## config.mk

```make
export PLATFORM = sky130hd
export DESIGN_NAME = jtag_dma_engine
export DESIGN_NICKNAME = d
export VERILOG_FILES = /design/src/rtl/jtag_dma_engine.sv
export SDC_FILE = /design/constraint.sdc
export NUM_CORES = 1
export LEC_CHECK = 0
export ABC_CLOCK_PERIOD_IN_PS = 2450
export CAP_MARGIN = 10
export CORE_MARGIN = 8
export CORE_UTILIZATION = 45
export DETAILED_ROUTE_END_ITERATION = 7
export HOLD_SLACK_MARGIN = 0.06
export PLACE_DENSITY = 0.77
export SLEW_MARGIN = 30
export SYNTH_ARGS = -nofsm -noshare
export SYNTH_HDL_FRONTEND = slang
export SYNTH_SLANG_ARGS = --single-unit
```

## constraint.sdc

```tcl
create_clock -name clock -period 2.45 [get_ports clock]
set_input_delay 0.245 -clock clock [delete_from_list [all_inputs] [get_ports clock]]
set_output_delay 0.245 -clock clock [all_outputs]
set_load 0.01 [all_outputs]
```

## src/rtl/jtag_dma_engine.sv

```systemverilog
// Bus-side DMA master for the JTAG ping-pong buffer: moves one buffer half to or from the
// system bus in bursts of up to MAX_BURST words and reports when the halves may be swapped.
module jtag_dma_engine #(
  parameter int unsigned MAX_BURST = 16
) (
  input  logic        clock,
  input  logic        reset,
  input  logic        launch_write,
  input  logic        launch_read,
  input  logic [31:0] start_address,
  input  logic [3:0]  byte_enables,
  input  logic [7:0]  block_size,
  output logic        switch_ready,
  output logic        done,
  output logic        error,
  output logic [8:0]  pp_address,
  output logic        pp_writeEnable,
  output logic [31:0] pp_dataIn,
  input  logic [31:0] pp_dataOut,
  output logic        request,
  input  logic        granted,
  output logic        begin_transaction_out,
  output logic [31:0] address_data_out,
  output logic [3:0]  byte_enables_out,
  output logic [7:0]  burst_size_out,
  output logic        read_n_write_out,
  output logic        data_valid_out,
  output logic        end_transaction_out,
  input  logic        busy_in,
  input  logic        data_valid_in,
  input  logic [31:0] address_data_in,
  input  logic        end_transaction_in,
  input  logic        error_in
);

  localparam logic [3:0] StIdle     = 4'd0;
  localparam logic [3:0] StRequest  = 4'd1;
  localparam logic [3:0] StBegin    = 4'd2;
  localparam logic [3:0] StWFetch   = 4'd3;
  localparam logic [3:0] StWData    = 4'd4;
  localparam logic [3:0] StWEnd     = 4'd5;
  localparam logic [3:0] StRData    = 4'd6;
  localparam logic [3:0] StRWaitEnd = 4'd7;
  localparam logic [3:0] StDone     = 4'd8;

  logic [3:0]  state_q, state_d;
  logic [31:0] addr_q, addr_d;
  logic [3:0]  be_q, be_d;
  logic        rd_q, rd_d;
  logic [8:0]  remaining_q, remaining_d;
  logic [7:0]  index_q, index_d;
  logic [4:0]  blen_q, blen_d;
  logic [4:0]  bleft_q, bleft_d;
  logic        error_q, error_d;
  logic        abort_q, abort_d;
  logic [31:0] wdata_q, wdata_d;
  logic        wvld_q, wvld_d;

  logic [4:0]  burst_words;
  logic [4:0]  blen_m1;
  logic [31:0] addr_next;
  logic [31:0] wdata;
  logic        bus_window;

  assign burst_words = (remaining_q > 9'(MAX_BURST)) ? 5'(MAX_BURST) : remaining_q[4:0];
  assign blen_m1     = blen_q - 5'd1;
  assign addr_next   = addr_q + {25'd0, blen_q, 2'b00};
  // Buffer read data is only valid in the first data cycle; later stall cycles replay the copy.
  assign wdata       = wvld_q ? wdata_q : pp_dataOut;
  assign bus_window  = (state_q == StBegin) || (state_q == StWFetch) || (state_q == StWData) ||
                       (state_q == StWEnd) || (state_q == StRData) || (state_q == StRWaitEnd);

  always_comb begin
    state_d     = state_q;
    addr_d      = addr_q;
    be_d        = be_q;
    rd_d        = rd_q;
    remaining_d = remaining_q;
    index_d     = index_q;
    blen_d      = blen_q;
    bleft_d     = bleft_q;
    error_d     = error_q;
    abort_d     = abort_q;
    wdata_d     = wdata_q;
    wvld_d      = wvld_q;

    case (state_q)
      StIdle: begin
        if (launch_write || launch_read) begin
          addr_d      = start_address & 32'hFFFF_FFFC;
          be_d        = byte_enables;
          rd_d        = ~launch_write;
          remaining_d = {1'b0, block_size} + 9'd1;
          index_d     = '0;
          error_d     = 1'b0;
          abort_d     = 1'b0;
          state_d     = StRequest;
        end
      end
      StRequest: begin
        if (granted) begin
          blen_d  = burst_words;
          bleft_d = burst_words;
          state_d = StBegin;
        end
      end
      StBegin: begin
        state_d = rd_q ? StRData : StWFetch;
      end
      StWFetch: begin
        wvld_d  = 1'b0;
        state_d = StWData;
      end
      StWData: begin
        wdata_d = wdata;
        wvld_d  = 1'b1;
        if (!busy_in) begin
          index_d     = index_q + 8'd1;
          remaining_d = remaining_q - 9'd1;
          bleft_d     = bleft_q - 5'd1;
          state_d     = (bleft_q == 5'd1) ? StWEnd : StWFetch;
        end
      end
      StWEnd: begin
        addr_d  = addr_next;
        state_d = (abort_q || remaining_q == 9'd0) ? StDone : StRequest;
      end
      StRData: begin
        if (data_valid_in) begin
          index_d     = index_q + 8'd1;
          remaining_d = remaining_q - 9'd1;
          bleft_d     = bleft_q - 5'd1;
          if (bleft_q == 5'd1) begin
            if (end_transaction_in) begin
              addr_d  = addr_next;
              state_d = (remaining_q == 9'd1) ? StDone : StRequest;
            end else begin
              state_d = StRWaitEnd;
            end
          end
        end
      end
      StRWaitEnd: begin
        if (end_transaction_in) begin
          addr_d  = addr_next;
          state_d = (remaining_q == 9'd0) ? StDone : StRequest;
        end
      end
      StDone: begin
        state_d = StIdle;
      end
      default: begin
        state_d = StIdle;
      end
    endcase

    // A bus error abandons the transfer; open write bursts still get their closing cycle.
    if (bus_window && error_in) begin
      error_d = 1'b1;
      if (!rd_q && state_q != StWEnd) begin
        abort_d = 1'b1;
        state_d = StWEnd;
      end else begin
        state_d = StDone;
      end
    end
  end

  always_ff @(posedge clock) begin
    if (reset) begin
      state_q     <= StIdle;
      addr_q      <= '0;
      be_q        <= '0;
      rd_q        <= 1'b0;
      remaining_q <= '0;
      index_q     <= '0;
      blen_q      <= '0;
      bleft_q     <= '0;
      error_q     <= 1'b0;
      abort_q     <= 1'b0;
      wdata_q     <= '0;
      wvld_q      <= 1'b0;
    end else begin
      state_q     <= state_d;
      addr_q      <= addr_d;
      be_q        <= be_d;
      rd_q        <= rd_d;
      remaining_q <= remaining_d;
      index_q     <= index_d;
      blen_q      <= blen_d;
      bleft_q     <= bleft_d;
      error_q     <= error_d;
      abort_q     <= abort_d;
      wdata_q     <= wdata_d;
      wvld_q      <= wvld_d;
    end
  end

  always_comb begin
    switch_ready          = (state_q == StIdle);
    done                  = (state_q == StDone);
    error                 = error_q;
    request               = (state_q == StRequest) || (state_q == StBegin) ||
                            (state_q == StWFetch) || (state_q == StWData) ||
                            (state_q == StRData) || (state_q == StRWaitEnd);
    begin_transaction_out = 1'b0;
    address_data_out      = '0;
    byte_enables_out      = '0;
    burst_size_out        = '0;
    read_n_write_out      = 1'b0;
    data_valid_out        = 1'b0;
    end_transaction_out   = (state_q == StWEnd);
    pp_address            = '0;
    pp_writeEnable        = 1'b0;
    pp_dataIn             = '0;

    case (state_q)
      StBegin: begin
        begin_transaction_out = 1'b1;
        address_data_out      = addr_q;
        byte_enables_out      = rd_q ? 4'hF : be_q;
        burst_size_out        = {3'b000, blen_m1};
        read_n_write_out      = rd_q;
      end
      StWFetch: begin
        pp_address = {1'b0, index_q};
      end
      StWData: begin
        pp_address       = {1'b0, index_q};
        data_valid_out   = 1'b1;
        address_data_out = wdata;
        byte_enables_out = be_q;
      end
      StRData: begin
        if (data_valid_in) begin
          pp_address     = {1'b0, index_q};
          pp_writeEnable = 1'b1;
          pp_dataIn      = address_data_in;
        end
      end
      default: begin
      end
    endcase
  end

endmodule

```

==> reports/metrics.csv <==
stage;metric;value;unit
global_routing;GRT busiest layer;met2;
placed_design;port bufs;204;
final_layout;Area Overhead vs Synth;42.9;%
power;Worst VDD drop;608;µV
yosys;Synth Instances;906;
sta;final worst path period share;98.3;%
sta;Clock Skew;0.0130;ns
yosys;Mapped Avg Cell Area;7.31;µm²
clocking;CTS tree;built;
worst_setup_path;CP Launch Type;flip-flop;
min_path;Hold Crit Class;in -> reg;
run_status;status;completed;
final_layout;share of cells above drive strength 1;8.62;%
sta;Period minus WS final;2.41;ns
worst_setup_path;CP Class;reg -> reg;
global_routing;vias in the first global route;7095;
floorplanning;die area;18800;µm²
yosys;synthesized cell area;6620;µm²
clocking;CTS Root Cell;clkbuf_16;
power;LEAKAGE;4.23;nW
power;Overall Power;0.00921;W
detailed_routing;TritonRoute pass-1 iters;5;
power;pwr/cell area;973;nW/µm²
worst_setup_path;slowest cell on the critical path;or4b_1;
sta;Slew Limit Fails;0;
detailed_routing;wire per inst;18.1;µm
floorplanning;Die H;137;µm
final_layout;FILL cells;1311;
floorplanning;io pins;211;
clocking;CTS sink cnt;101;
clocking;CTS max path bufs;2;
global_routing;met2 Resource Use GR;40.5;%
sta;Slew headroom;63.2;%
placed_design;Placer Congestion;0.922;
worst_setup_path;cells along the critical path;inv_1 -> ha_1 -> or4b_1 -> a22o_1 -> or4_1 -> a21oi_1 -> a2111oi_1;
yosys;number of synthesized flops with an enable pin;0;
worst_setup_path;critical path startpoint;bleft_q[1];
clocking;Clock transition at path regs;0.07;ns
global_routing;gr ovfl total;0;
global_routing;first-pass GRT wire length;36600;µm
worst_setup_path;CP max FO;3;
final_layout;final std cells w/o fill;1299;
final_layout;most frequent cells in the layout;nand2_1 (150), clkdlybuf4s50_1 (128), dfxtp_1 (99);
worst_setup_path;reg2reg start;bleft_q[1];
yosys;Async S/R FF share, synth;0;%
floorplanning;die width;137;µm
placed_design;pre-CTS setup slack;0.0646;ns
final_layout;post-route cell area;9460;µm²
global_routing;met1 Track Usage GR;29.2;%
final_layout;most common cell after layout, fill and taps aside;nand2_1;
detailed_routing;post-route ant nets;0;
yosys;ys flop type;dfxtp_1;
clocking;clk_lat worst skew;0.36;ns
detailed_routing;drt via density;5.80;
yosys;Yosys cell types;66;
floorplanning;FP Rows;44;
final_layout;fin nets;1240;
clocking;count of hold-fix buffers inserted at cts;0;
sta;# setup viols final;0;
worst_setup_path;crit end category;flip-flop;
run;max_cap viols;0;
worst_setup_path;Req. time, crit path;2.67;ns
yosys;Yosys reg bits;101;
global_routing;initial antenna violation count;1;
detailed_routing;DR vias;7534;
yosys;register area share after synthesis;30.5;%
detailed_routing;DRC viols;0;
sta;Slew @ Worst Pin;0.546;ns
clocking;CTS buffer count;9;
min_path;hold path startpoint;reset;
sta;FMAX;415;MHz
worst_setup_path;Worst Path Arrival;2.63;ns
placed_design;Post-DP Area;9100;µm²
sta;worst hold slack;0.389;ns
global_routing;grt met3 use;7.62;%
placed_design;hpwl dp;17500;µm
clocking;H-Tree Depth;3;
floorplanning;core area;14500;µm²
worst_setup_path;CP peak stage delay;0.53;ns
detailed_routing;DRT Wirelength;23500;µm
sta;final hold violation count;0;
global_routing;gr usage total;24.4;%
floorplanning;initial core utilization;45.7;%
global_routing;largest net degree at the start of global routing;94;
placed_design;placed instance count;1280;
detailed_routing;Iter 0 DRT Violations;834;
sta;RSZ-0062 raised after global routing;yes;
yosys;synth warn;0;
sta;fin worst setup slack;0.0426;ns
[per-layer routing]
layer	share of wire, %	vias to the layer above	wire [µm]
li1	-	3684	-
met1	39	3473	9210
met2	48	342	11400
met3	10	35	2390
met4	2.2	0	524
met5	0	-	0
[cell usage after synthesis (all sizes together), types with 7 or more instances]
master  count  area share, %
a21o        7           0.79
inv        25            1.4
a21oi      79            6.0
mux2i      38            5.7
nand3      31            2.3
a31oi      11            1.0
o21a        8           0.91
o21ai      50            3.8
nor2       56            3.2
and2       21            2.0
nand4      13            1.2
ha         13            2.5
nand2     151            8.6
buf        15            1.3
o22ai      17            1.6
a211oi     13            1.5
dfxtp     101             31
xnor2       9            1.2
nor3       28            2.3
clkbuf     53            3.0
nor2b      10           0.95
and3       45            4.3
o211ai     10            1.1
a221oi      9            1.2
[metrics by stage]
stage	TNS [ns]	util, %
2_1_floorplan	0	-
3_3_place_gp	0	62.9
3_5_place_dp	0	62.9
4_1_cts	0	64.8
5_1_grt	-0.0234	65.3
6_report	0	65.3
[sequential cells by signal, summed over array words and instances, names as in the netlist]
register     flops
wvld_q           1
remaining_q      9
blen_q           5
be_q             4
index_q          8
rd_q             1
error            1
bleft_q          5
abort_q          1
wdata_q         32
state_q          4
addr_q          30
[critical path: cells and delay by family (launching register included)]
kind                       cells  cell delay (ns)
DFF                            1             0.33
AOI/OAI and AO/OA              3             0.67
buffers and inverters          1             0.07
and+or+nand+nor                2             1.06
adders and majority gates      1             0.13
[layout make-up]
class                      count  area [µm²]  share of cell area, %
clock inverter                 6        68.8                  0.728
clock buffer                  10         229                   2.42
sequential                   101        2020                   21.4
multi-input combinational    714        4250                   44.9
antenna                        1        2.50                 0.0265
inverter                      26         103                   1.08
tap                          184         230                   2.43
timing repair buffer         257        2550                   27.0
[where the power goes]
part / total (W) / leakage [nW] / switching [W] / internal (W)
sequential: 0.00260 / 0.826 / 0.000484 / 0.00212
combinational: 0.00512 / 3.26 / 0.00283 / 0.00229
clock: 0.00148 / 0.144 / 0.000682 / 0.000803
[logic make-up (layout without fill, tap and decap cells)]
| group | count (synthesis) | in the layout | synth area share, % |
|---|---|---|---|
| xor gates and xnor gates | 14 | 14 | 1.85 |
| DFF | 101 | 101 | 30.5 |
| muxes | 38 | 38 | 5.75 |
| other | 1 | 5 | 0.0567 |
| buffers and inverters | 94 | 299 | 5.86 |
| and+or+nand+nor | 401 | 401 | 30.1 |
| adders and majority gates | 14 | 14 | 2.76 |
| AOI/OAI and AO/OA | 243 | 243 | 23.1 |
[repair_timing]
action / CTS / global route
setup endpoints to repair: 82 / 37
buffers inserted: 1 / 1
pin swaps: 1 / 1
cloned: 0 / 0
resized for setup: 63 / 27
[final timing paths]
path,to,slack (ns),cells after the start
worst max register to register,state_q[2],0.04,7
worst min register to register,wdata_q[18],0.45,2
worst max-delay path,state_q[2],0.04,7
worst min-delay path,addr_q[20],0.39,3
Power figures use the tool's default switching activity.
